<file path="src/rtl/regfile_arb_pkg.sv">
// Shared constants and types for the register-file read arbiter.
// Optional hardwired-zero register is controlled by REGFILE_ZERO_REG_EN (see top).
package regfile_arb_pkg;
   localparam int REG_ADDR_W = 5;
   localparam int NUM_REGS   = 32;

   typedef logic [REG_ADDR_W-1:0] reg_addr_t;

   localparam reg_addr_t ZERO_REG = 5'd31;
endpackage

</file>
<file path="src/rtl/regfile_read_arbiter_rr_picker.sv">
// Combinational round-robin picker: first asserted request after ptr, wrapping modulo N.
// No configuration macros.
module rr_picker #(
   parameter int N   = 4,
   parameter int IDW = $clog2(N)
) (
   input  logic [N-1:0]   req,
   input  logic [IDW-1:0] ptr,
   output logic [N-1:0]   grant_onehot,
   output logic [IDW-1:0] grant_idx,
   output logic           any
);
   int             j;
   logic [IDW-1:0] idx;

   always_comb begin
      grant_onehot = '0;
      grant_idx    = '0;
      any          = 1'b0;
      j            = 0;
      idx          = '0;
      // Scan offsets 1..N so the last winner is the lowest priority.
      for (int i = 1; i <= N; i++) begin
         j   = (int'(ptr) + i) % N;
         idx = IDW'(j);
         if (!any && req[idx]) begin
            any               = 1'b1;
            grant_idx         = idx;
            grant_onehot[idx] = 1'b1;
         end
      end
   end
endmodule

</file>
<file path="src/rtl/regfile_read_arbiter.sv">
// Round-robin arbiter sharing one 32:1 register-file read mux among NUM_REQ requesters.
// Define REGFILE_ZERO_REG_EN to make register 31 read as zero.
module regfile_read_arbiter
   import regfile_arb_pkg::*;
#(
   parameter int NUM_REQ = 4,
   parameter int WIDTH   = 64,
   parameter int ID_W    = $clog2(NUM_REQ)
) (
   input  logic                                  clk,
   input  logic                                  reset_n,
   input  logic [NUM_REQ-1:0]                    req_valid,
   input  logic [NUM_REQ-1:0][REG_ADDR_W-1:0]    req_addr,
   output logic [NUM_REQ-1:0]                    req_ready,
   output logic [REG_ADDR_W-1:0]                 mux_sel,
   input  logic [WIDTH-1:0]                      mux_data,
   output logic                                  rsp_valid,
   input  logic                                  rsp_ready,
   output logic [ID_W-1:0]                       rsp_id,
   output logic [WIDTH-1:0]                      rsp_data
);
   logic [NUM_REQ-1:0] gnt_oh;
   logic [ID_W-1:0]    gnt_idx;
   logic               gnt_any;
   logic               s2_adv, s1_load;

   logic [ID_W-1:0]    ptr_q, ptr_d;
   logic               s1_valid_q, s1_valid_d;
   logic [ID_W-1:0]    s1_id_q, s1_id_d;
   reg_addr_t          mux_sel_q, mux_sel_d;
   logic               rsp_valid_q, rsp_valid_d;
   logic [ID_W-1:0]    rsp_id_q, rsp_id_d;
   logic [WIDTH-1:0]   rsp_data_q, rsp_data_d;

   rr_picker #(.N(NUM_REQ), .IDW(ID_W)) u_pick (
      .req          (req_valid),
      .ptr          (ptr_q),
      .grant_onehot (gnt_oh),
      .grant_idx    (gnt_idx),
      .any          (gnt_any)
   );

   always_comb begin
      s2_adv      = !rsp_valid_q || rsp_ready;
      s1_load     = !s1_valid_q || s2_adv;
      req_ready   = (s1_load && reset_n) ? gnt_oh : '0;

      ptr_d       = ptr_q;
      s1_valid_d  = s1_valid_q;
      s1_id_d     = s1_id_q;
      mux_sel_d   = mux_sel_q;
      rsp_valid_d = rsp_valid_q;
      rsp_id_d    = rsp_id_q;
      rsp_data_d  = rsp_data_q;

      if (s1_load) begin
         s1_valid_d = gnt_any;
         if (gnt_any) begin
            mux_sel_d = req_addr[gnt_idx];
            s1_id_d   = gnt_idx;
            ptr_d     = gnt_idx;
         end
      end

      // mux_data reflects mux_sel_q, i.e. the entry currently in stage 1.
      if (s2_adv) begin
         rsp_valid_d = s1_valid_q;
         rsp_id_d    = s1_id_q;
         rsp_data_d  = mux_data;
`ifdef REGFILE_ZERO_REG_EN
         if (mux_sel_q == ZERO_REG) rsp_data_d = '0;
`endif
      end
   end

   always_ff @(posedge clk or negedge reset_n) begin
      if (!reset_n) begin
         ptr_q       <= ID_W'(NUM_REQ-1);
         s1_valid_q  <= 1'b0;
         s1_id_q     <= '0;
         mux_sel_q   <= '0;
         rsp_valid_q <= 1'b0;
         rsp_id_q    <= '0;
         rsp_data_q  <= '0;
      end else begin
         ptr_q       <= ptr_d;
         s1_valid_q  <= s1_valid_d;
         s1_id_q     <= s1_id_d;
         mux_sel_q   <= mux_sel_d;
         rsp_valid_q <= rsp_valid_d;
         rsp_id_q    <= rsp_id_d;
         rsp_data_q  <= rsp_data_d;
      end
   end

   assign mux_sel   = mux_sel_q;
   assign rsp_valid = rsp_valid_q;
   assign rsp_id    = rsp_id_q;
   assign rsp_data  = rsp_data_q;
endmodule

</file>
<file path="config.mk">
export PLATFORM = sky130hd
export DESIGN_NAME = regfile_read_arbiter
export DESIGN_NICKNAME = d
export VERILOG_FILES = /design/src/rtl/regfile_arb_pkg.sv /design/src/rtl/regfile_read_arbiter_rr_picker.sv /design/src/rtl/regfile_read_arbiter.sv
export SDC_FILE = /design/constraint.sdc
export NUM_CORES = 1
export LEC_CHECK = 0
export BUFFER_PORTS_ARGS = -buffer_cell sky130_fd_sc_hd__buf_2
export CORE_UTILIZATION = 51
export DETAILED_ROUTE_END_ITERATION = 16
export PLACE_DENSITY = 0.92
export REMOVE_ABC_BUFFERS = 1
export SLEW_MARGIN = 20
export SYNTH_ARGS = -nofsm -noshare
export SYNTH_HDL_FRONTEND = slang
export SYNTH_SLANG_ARGS = --single-unit
</file>
<file path="constraint.sdc">
create_clock -name clk -period 6.6 [get_ports clk]
set_input_delay 0.66 -clock clk [delete_from_list [all_inputs] [get_ports clk]]
set_output_delay 0.66 -clock clk [all_outputs]
set_load 0.005 [all_outputs]
</file>
* Yosys cells after proc, flatten, opt, wreduce, memory -nomap -nowiden
Cells that the tools add are included.
** Operators by class
- Magnitude comparators :: 9
- Multiplexer cells :: 31
- Add/sub/neg operators :: 4
- Bitwise operators :: 3
- Reduce and logical (&&, ||, !) cells :: 16
** Operators with widths (count)
- 2-to-1 mux 4 bit :: 5
- < comparator 2 x 3 -> 1 bit, second input constant :: 5
- 2-to-1 mux 1 bit :: 12
- bitwise OR 4 bit :: 3
- binary-select mux 5 bit (select 2 bit) :: 1
- binary-select mux 1 bit (select 2 bit) :: 4
- demux 1 bit (select 2 bit) :: 4
- greater-or-equal comparator 2 x 1 -> 1 bit, second input constant :: 4
- logical AND 1 bit :: 8
- 2-to-1 mux 2 bit :: 4
- logical NOT 1 bit :: 5
- 2-to-1 mux 5 bit :: 1
- adder 2 x 1 -> 2 bit, second input constant :: 2
- adder 2 bit, second input constant :: 2
- logical OR 1 bit :: 2
- AND reduction 2 bit :: 1
** Storage, ports and cells
- Input bits :: 91
- Flip-flop bits (word level) :: 77
- Logic and storage cells :: 70

* Depth between registers and ports, before layout
- Depth in word-level cells :: 15
- Mapped depth :: 12
- Depth with buffers taken out :: 8

* Hierarchy
From an unflattened synthesis, not the netlist that was laid out.
** Unflattened totals
- Cells, all modules :: 242
- Area total of the unflattened synthesis :: 3534.6 µm²
** By module, submodules not included
- regfile_read_arbiter :: seq. area each 1929.4 µm², times used 1, area an instance 3009.1 µm², cells an instance 174
- rr_picker :: seq. area each 0.0 µm², times used 1, area an instance 525.5 µm², cells an instance 68

* Worst setup path before layout
OpenSTA, ideal clock, no wires.
- Path type :: register to output
- Start :: register ptr_q[0]
- End :: output req_ready[0]
- Cell stages (with the launch flop) :: 11
- Arrival time :: 2.817 ns
- Path buffers :: 3
- Slack :: 3.123 ns
- Required time :: 5.940 ns
- Path through :: dfstp_2 > buf_6 > buf_2 > inv_1 > ha_1 > buf_6 > mux4_2 > nand2b_1 > nor3_1 > a221oi_1 > nor2_1
** On the way
- Cells in the longest elaborated chain, start to end :: 14
- Elaborated cells between the ends (all ways) :: 49
- Those cells by class :: 4 x add/sub; 8 x order compare; 24 x mux; 3 x bitwise; 10 x reduce/logical
** RTL lines
- from (decl) :: RTL line regfile_read_arbiter.sv:27 : logic [ID_W-1:0] ptr_q, ptr_d;
- from (signal assigned) :: RTL line regfile_read_arbiter.sv:78 : ptr_q <= ID_W'(NUM_REQ-1);
- from (signal assigned) :: RTL line regfile_read_arbiter.sv:86 : ptr_q <= ptr_d;
- branches (longest 12 deep; another with < comparator 2 x 3 -> 1 bit)
- 2-to-1 mux 4 bit (*) :: RTL line regfile_read_arbiter_rr_picker.sv:26 : if (!any && req[idx]) begin
- 2-to-1 mux 4 bit (*) :: RTL line regfile_read_arbiter.sv:46 : req_ready = (s1_load && reset_n) ? gnt_oh : '0;
- to (decl) :: RTL line regfile_read_arbiter.sv:14 : output logic [NUM_REQ-1:0] req_ready,
Mark *: on every way between the ends. The select of a mux whose other input is x is not followed.

* Worst setup path after layout
- Start :: register ptr_q[0]
- End :: output req_ready[1]
Same word-level chain as after synthesis.

==> impl_summary.txt <==
----------------------------------------------------
[Global routing]
  Initial antenna violation count ... 0
  Met3 track demand over resource in global routing ... 5.410%
  Global routing met2 resource utilization ... 46.22%
  Global router's overall resource usage ... 25.51%
  GRT met1 Usage ... 29.41%
  Busiest layer in global routing ... met2
  Wire length of the first global-routing pass ... 15150 um
  Vias in the first global route ... 3303
  Total global routing overflow ... 0
  Largest net degree at the start of global routing ... 75

[STA]
  Total count of max-transition violations in the final report ... 0
  Post-Route Skew ... 4.797 ps
  Final TNS setup ... 0 ps
  Upper clock frequency limit ... 0.2206 GHz
  Min Hold Slack ... 111.7 ps
  Relative slew slack ... 40.25%
  Count of endpoints failing setup in the final report ... 0
  Tightest Pin Transition ... 896.3 ps
  Ratio of final minimum period to clock period ... 68.69%
  RSZ-0062 raised after global routing ... false
  Final hold vios ... 0
  Final critical path time including I/O delays and setup ... 4534 ps

[Routing]
  # DRC ... 0
  DRT Pass-1 Iters ... 6
  Total detailed-routing wirelength ... 10150 um
  Mean number of vias per cell ... 5.231
  Count of nets left with antenna violations after detail routing ... 0
  Routed wire length per instance ... 14.63 um
  Vias post-DR ... 3630
  Initial DRC Count ... 154

[Power]
  Cell-internal power ... 1.095 mW
  Static Leak ... 2.689 nW
  Total power consumption of the routed design ... 1.790 mW
  Net Switching ... 0.6950 mW
  Combinational fraction of design power ... 43.1%
  Ratio of total power to cell area ... 367.5 nW/um2
  Part of the power in registers ... 36.6%
  Peak ir drop on the vdd network ... 0.2152 mV
  Switching Share ... 38.83%
  Clk network pwr share ... 20.3%

[Synth]
  Count of flip-flops with a built-in enable after synthesis ... 0
  Post-synthesis cell area ... 3820 um2
  Fraction of synthesized cell area in xor and xnor cells ... 0%
  Main combinational cell family by area after synthesis ... simple AND/OR/NAND/NOR gates
  Synth Flop Type ... dfrtp_1
  Area share of the largest cell type after synthesis ... 49.13%
  Synthesized-area fraction occupied by and/or/nand/nor cells ... 28.96%
  Most area-consuming cells after synthesis ... dfrtp_1 (49%), nand2_1 (21%), ha_1 (2.6%)
  Seq/Total Area, Yosys ... 50.51%
  Number of storage elements in the synthesis netlist ... 77
  Yosys warns ... 0
  Adder-cell area share of the yosys netlist ... 2.620%
  Top cell type by total area after synthesis ... dfrtp_1
  Count of mapped cells out of synthesis ... 437
  Share of cell area taken by muxes after synthesis ... 4.291%
  Distinct cell type count of the synthesized netlist ... 49
  Synthesized area divided by synthesized cell count ... 8.741 um2
  Proportion of register bits with asynchronous set or reset after synthesis ... 100.0%
  Compound-cell area share of the yosys netlist ... 9.466%

[Clocking]
  TritonCTS buffer count ... 9
  Number of buffers added to fix hold violations after cts ... 0
  Root Driver ... clkbuf_8
  Clock tree from TritonCTS ... built
  Clk sink count ... 77
  # H-tree levels ... 3
  Register clock-pin slew on the reported worst setup and hold paths ... 80 ps
  Cells resized by post-CTS repair ... 0
  Setup Buffers After CTS ... 0
  Skew-Pair Late Insertion Delay ... 340 ps
  Number of buffers on the longest clock path ... 2

[Setup path]
  Worst R2R End ... mux_sel[4]
  Required time at the endpoint of the critical path ... 5940 ps
  Launch instance of the worst register-to-register path ... ptr_q[0]
  Kind of capture point of the worst setup path ... primary output
  R2R Setup Slk ... 2630 ps
  Kind of start point of the critical path ... flip-flop
  Worst reg-to-reg path cell count ... 8
  Category of the most critical setup path ... flip-flop to primary output
  Arrival time at the worst endpoint ... 3870 ps
  Highest fanout seen on the critical path ... 29

[Status]
  Run status ... complete, no violations

[Min path]
  Hold crit path type ... input pin to async pin

[Placement]
  Number of buffer cells added on primary ports ... 166
  GPL Wtd Cong ... 0.9735
  Detailed placer's ending HPWL ... 7501 um

[Die]
  Starting density of the core ... 52.67%
  Die Y-Extent ... 88.55 um
  Core Area ... 7253 um2
  Number of top-level design ports ... 167
  Die extent in x ... 88.55 um
  Rows ... 31
  Die Footprint ... 7840 um2

[Finish]
  Antenna fix cells ... 0
  Share of cells above drive strength 1 ... 33.95%
  Nets@finish ... 689
  Layout area overhead ... 27.51%

[Job]
  # Max-Cap Violations ... 0

----------------------------------------------------
==> worst max path at each step <==
| stage | startpoint | endpoint | slack (ps) | cells after the start |
|---|---|---|---|---|
| after global routing | ptr_q[0] | req_ready[1] | 1920 | 8 |
| after global placement | ptr_q[0] | req_ready[1] | 2650 | 8 |
| after CTS | ptr_q[0] | req_ready[1] | 2090 | 8 |
| after floorplan | rsp_ready | mux_sel[0] | 2460 | 5 |
| after detailed placement | ptr_q[0] | req_ready[1] | 2490 | 8 |
| final | ptr_q[0] | req_ready[1] | 2070 | 8 |
==> final cells by class <==
class                   count  area (um2)
clock inverters             6       70.07
multi-input cells         330        1747
inverters                   4       15.01
clock buffers              10       137.6
well taps                  99       123.9
repair buffers            168       848.3
flip-flops and latches     77        1929
fillers                   557        2382
==> cells by family after synthesis <==
| group | count (synthesis) |
|---|---|
| compound gates | 47 |
| buf+inv | 30 |
| fa+ha+maj | 8 |
| mux | 11 |
| flops | 77 |
| simple gates | 264 |
==> synthesized netlist by cell type (2+ instances only) <==
cell type / instances
nand2_1: 210
dfrtp_1: 75
nor2_1: 17
clkbuf_1: 13
ha_1: 8
nand3_1: 8
nand2b_1: 7
a21oi_1: 6
o21ai_0: 6
buf_6: 5
a221oi_1: 4
a22oi_1: 4
buf_2: 4
inv_1: 4
mux2i_1: 4
mux4_2: 4
o31ai_1: 4
or3_1: 4
a2111oi_0: 3
a211o_1: 3
and2_1: 3
buf_1: 3
mux2_2: 3
nor3_1: 3
o21bai_1: 3
a21o_1: 2
a32o_1: 2
dfstp_2: 2
nor4_1: 2
nor4b_1: 2
==> power by group through the flow <==
stage / clock [mW] / combinational (mW) / sequential [mW]
floorplan: 0 / 0.510 / 0.659
global placement: 0 / 0.743 / 0.658
detailed placement: 0 / 0.766 / 0.663
CTS: 0.369 / 0.769 / 0.655
global route: 0.385 / 0.850 / 0.670
finish: 0.363 / 0.772 / 0.655
==> through the flow <==
stage	util (%)	worst slack (ps)	instance area (um2)	std cells
2_1_floorplan	-	2458	3676	411
3_3_place_gp	64.22	2648	4658	678
3_5_place_dp	64.29	2491	4663	678
4_1_cts	67.16	2095	4871	694
5_1_grt	67.16	1918	4871	694
6_report	67.16	2066	4871	694
==> cell usage in the layout, fill, tap and decap left out, drive strengths merged, types with 2 or more instances in the layout <==
master	Yosys	layout
a32o	2	2
dfrtp	75	75
nor3	4	4
nand2	210	210
o21bai	3	3
nand2b	7	7
nand3	8	8
or3	4	4
nor4	3	3
mux2i	4	4
o21ai	7	7
clkbuf	13	10
o31ai	4	4
a221oi	4	4
a2111oi	3	3
mux4	4	4
buf	13	168
dfstp	2	2
mux2	3	3
nor4b	2	2
a21o	3	3
ha	8	8
inv	4	6
a211o	3	3
nor2	17	17
a21oi	6	6
and2	3	3
nor2b	2	2
a22oi	4	4
clkinvlp	0	3
==> routing by layer <==
metal / vias up / wire length, um
met3: 20 / 781
met1: 1701 / 4052
li1: 1742 / -
met5: - / 0
met2: 167 / 5079
met4: 0 / 235
==> flip-flops by register name, summed over array words and instances (netlist names) <==
signal,count
rsp_data,64
mux_sel,5
ptr_q,2
rsp_id,2
s1_id_q,2
rsp_valid,1
s1_valid_q,1
==> worst max-delay path, cell delays in order, from the launching register on <==
cell and delay, ps:
dfstp_2 880, inv_1 310, ha_1 580, mux4_2 630, nand2b_1 270, nor3_1 430, a221oi_1 150, nor2_1 150
buf_2 130
No activity file was read; power rests on OpenSTA's default activity.
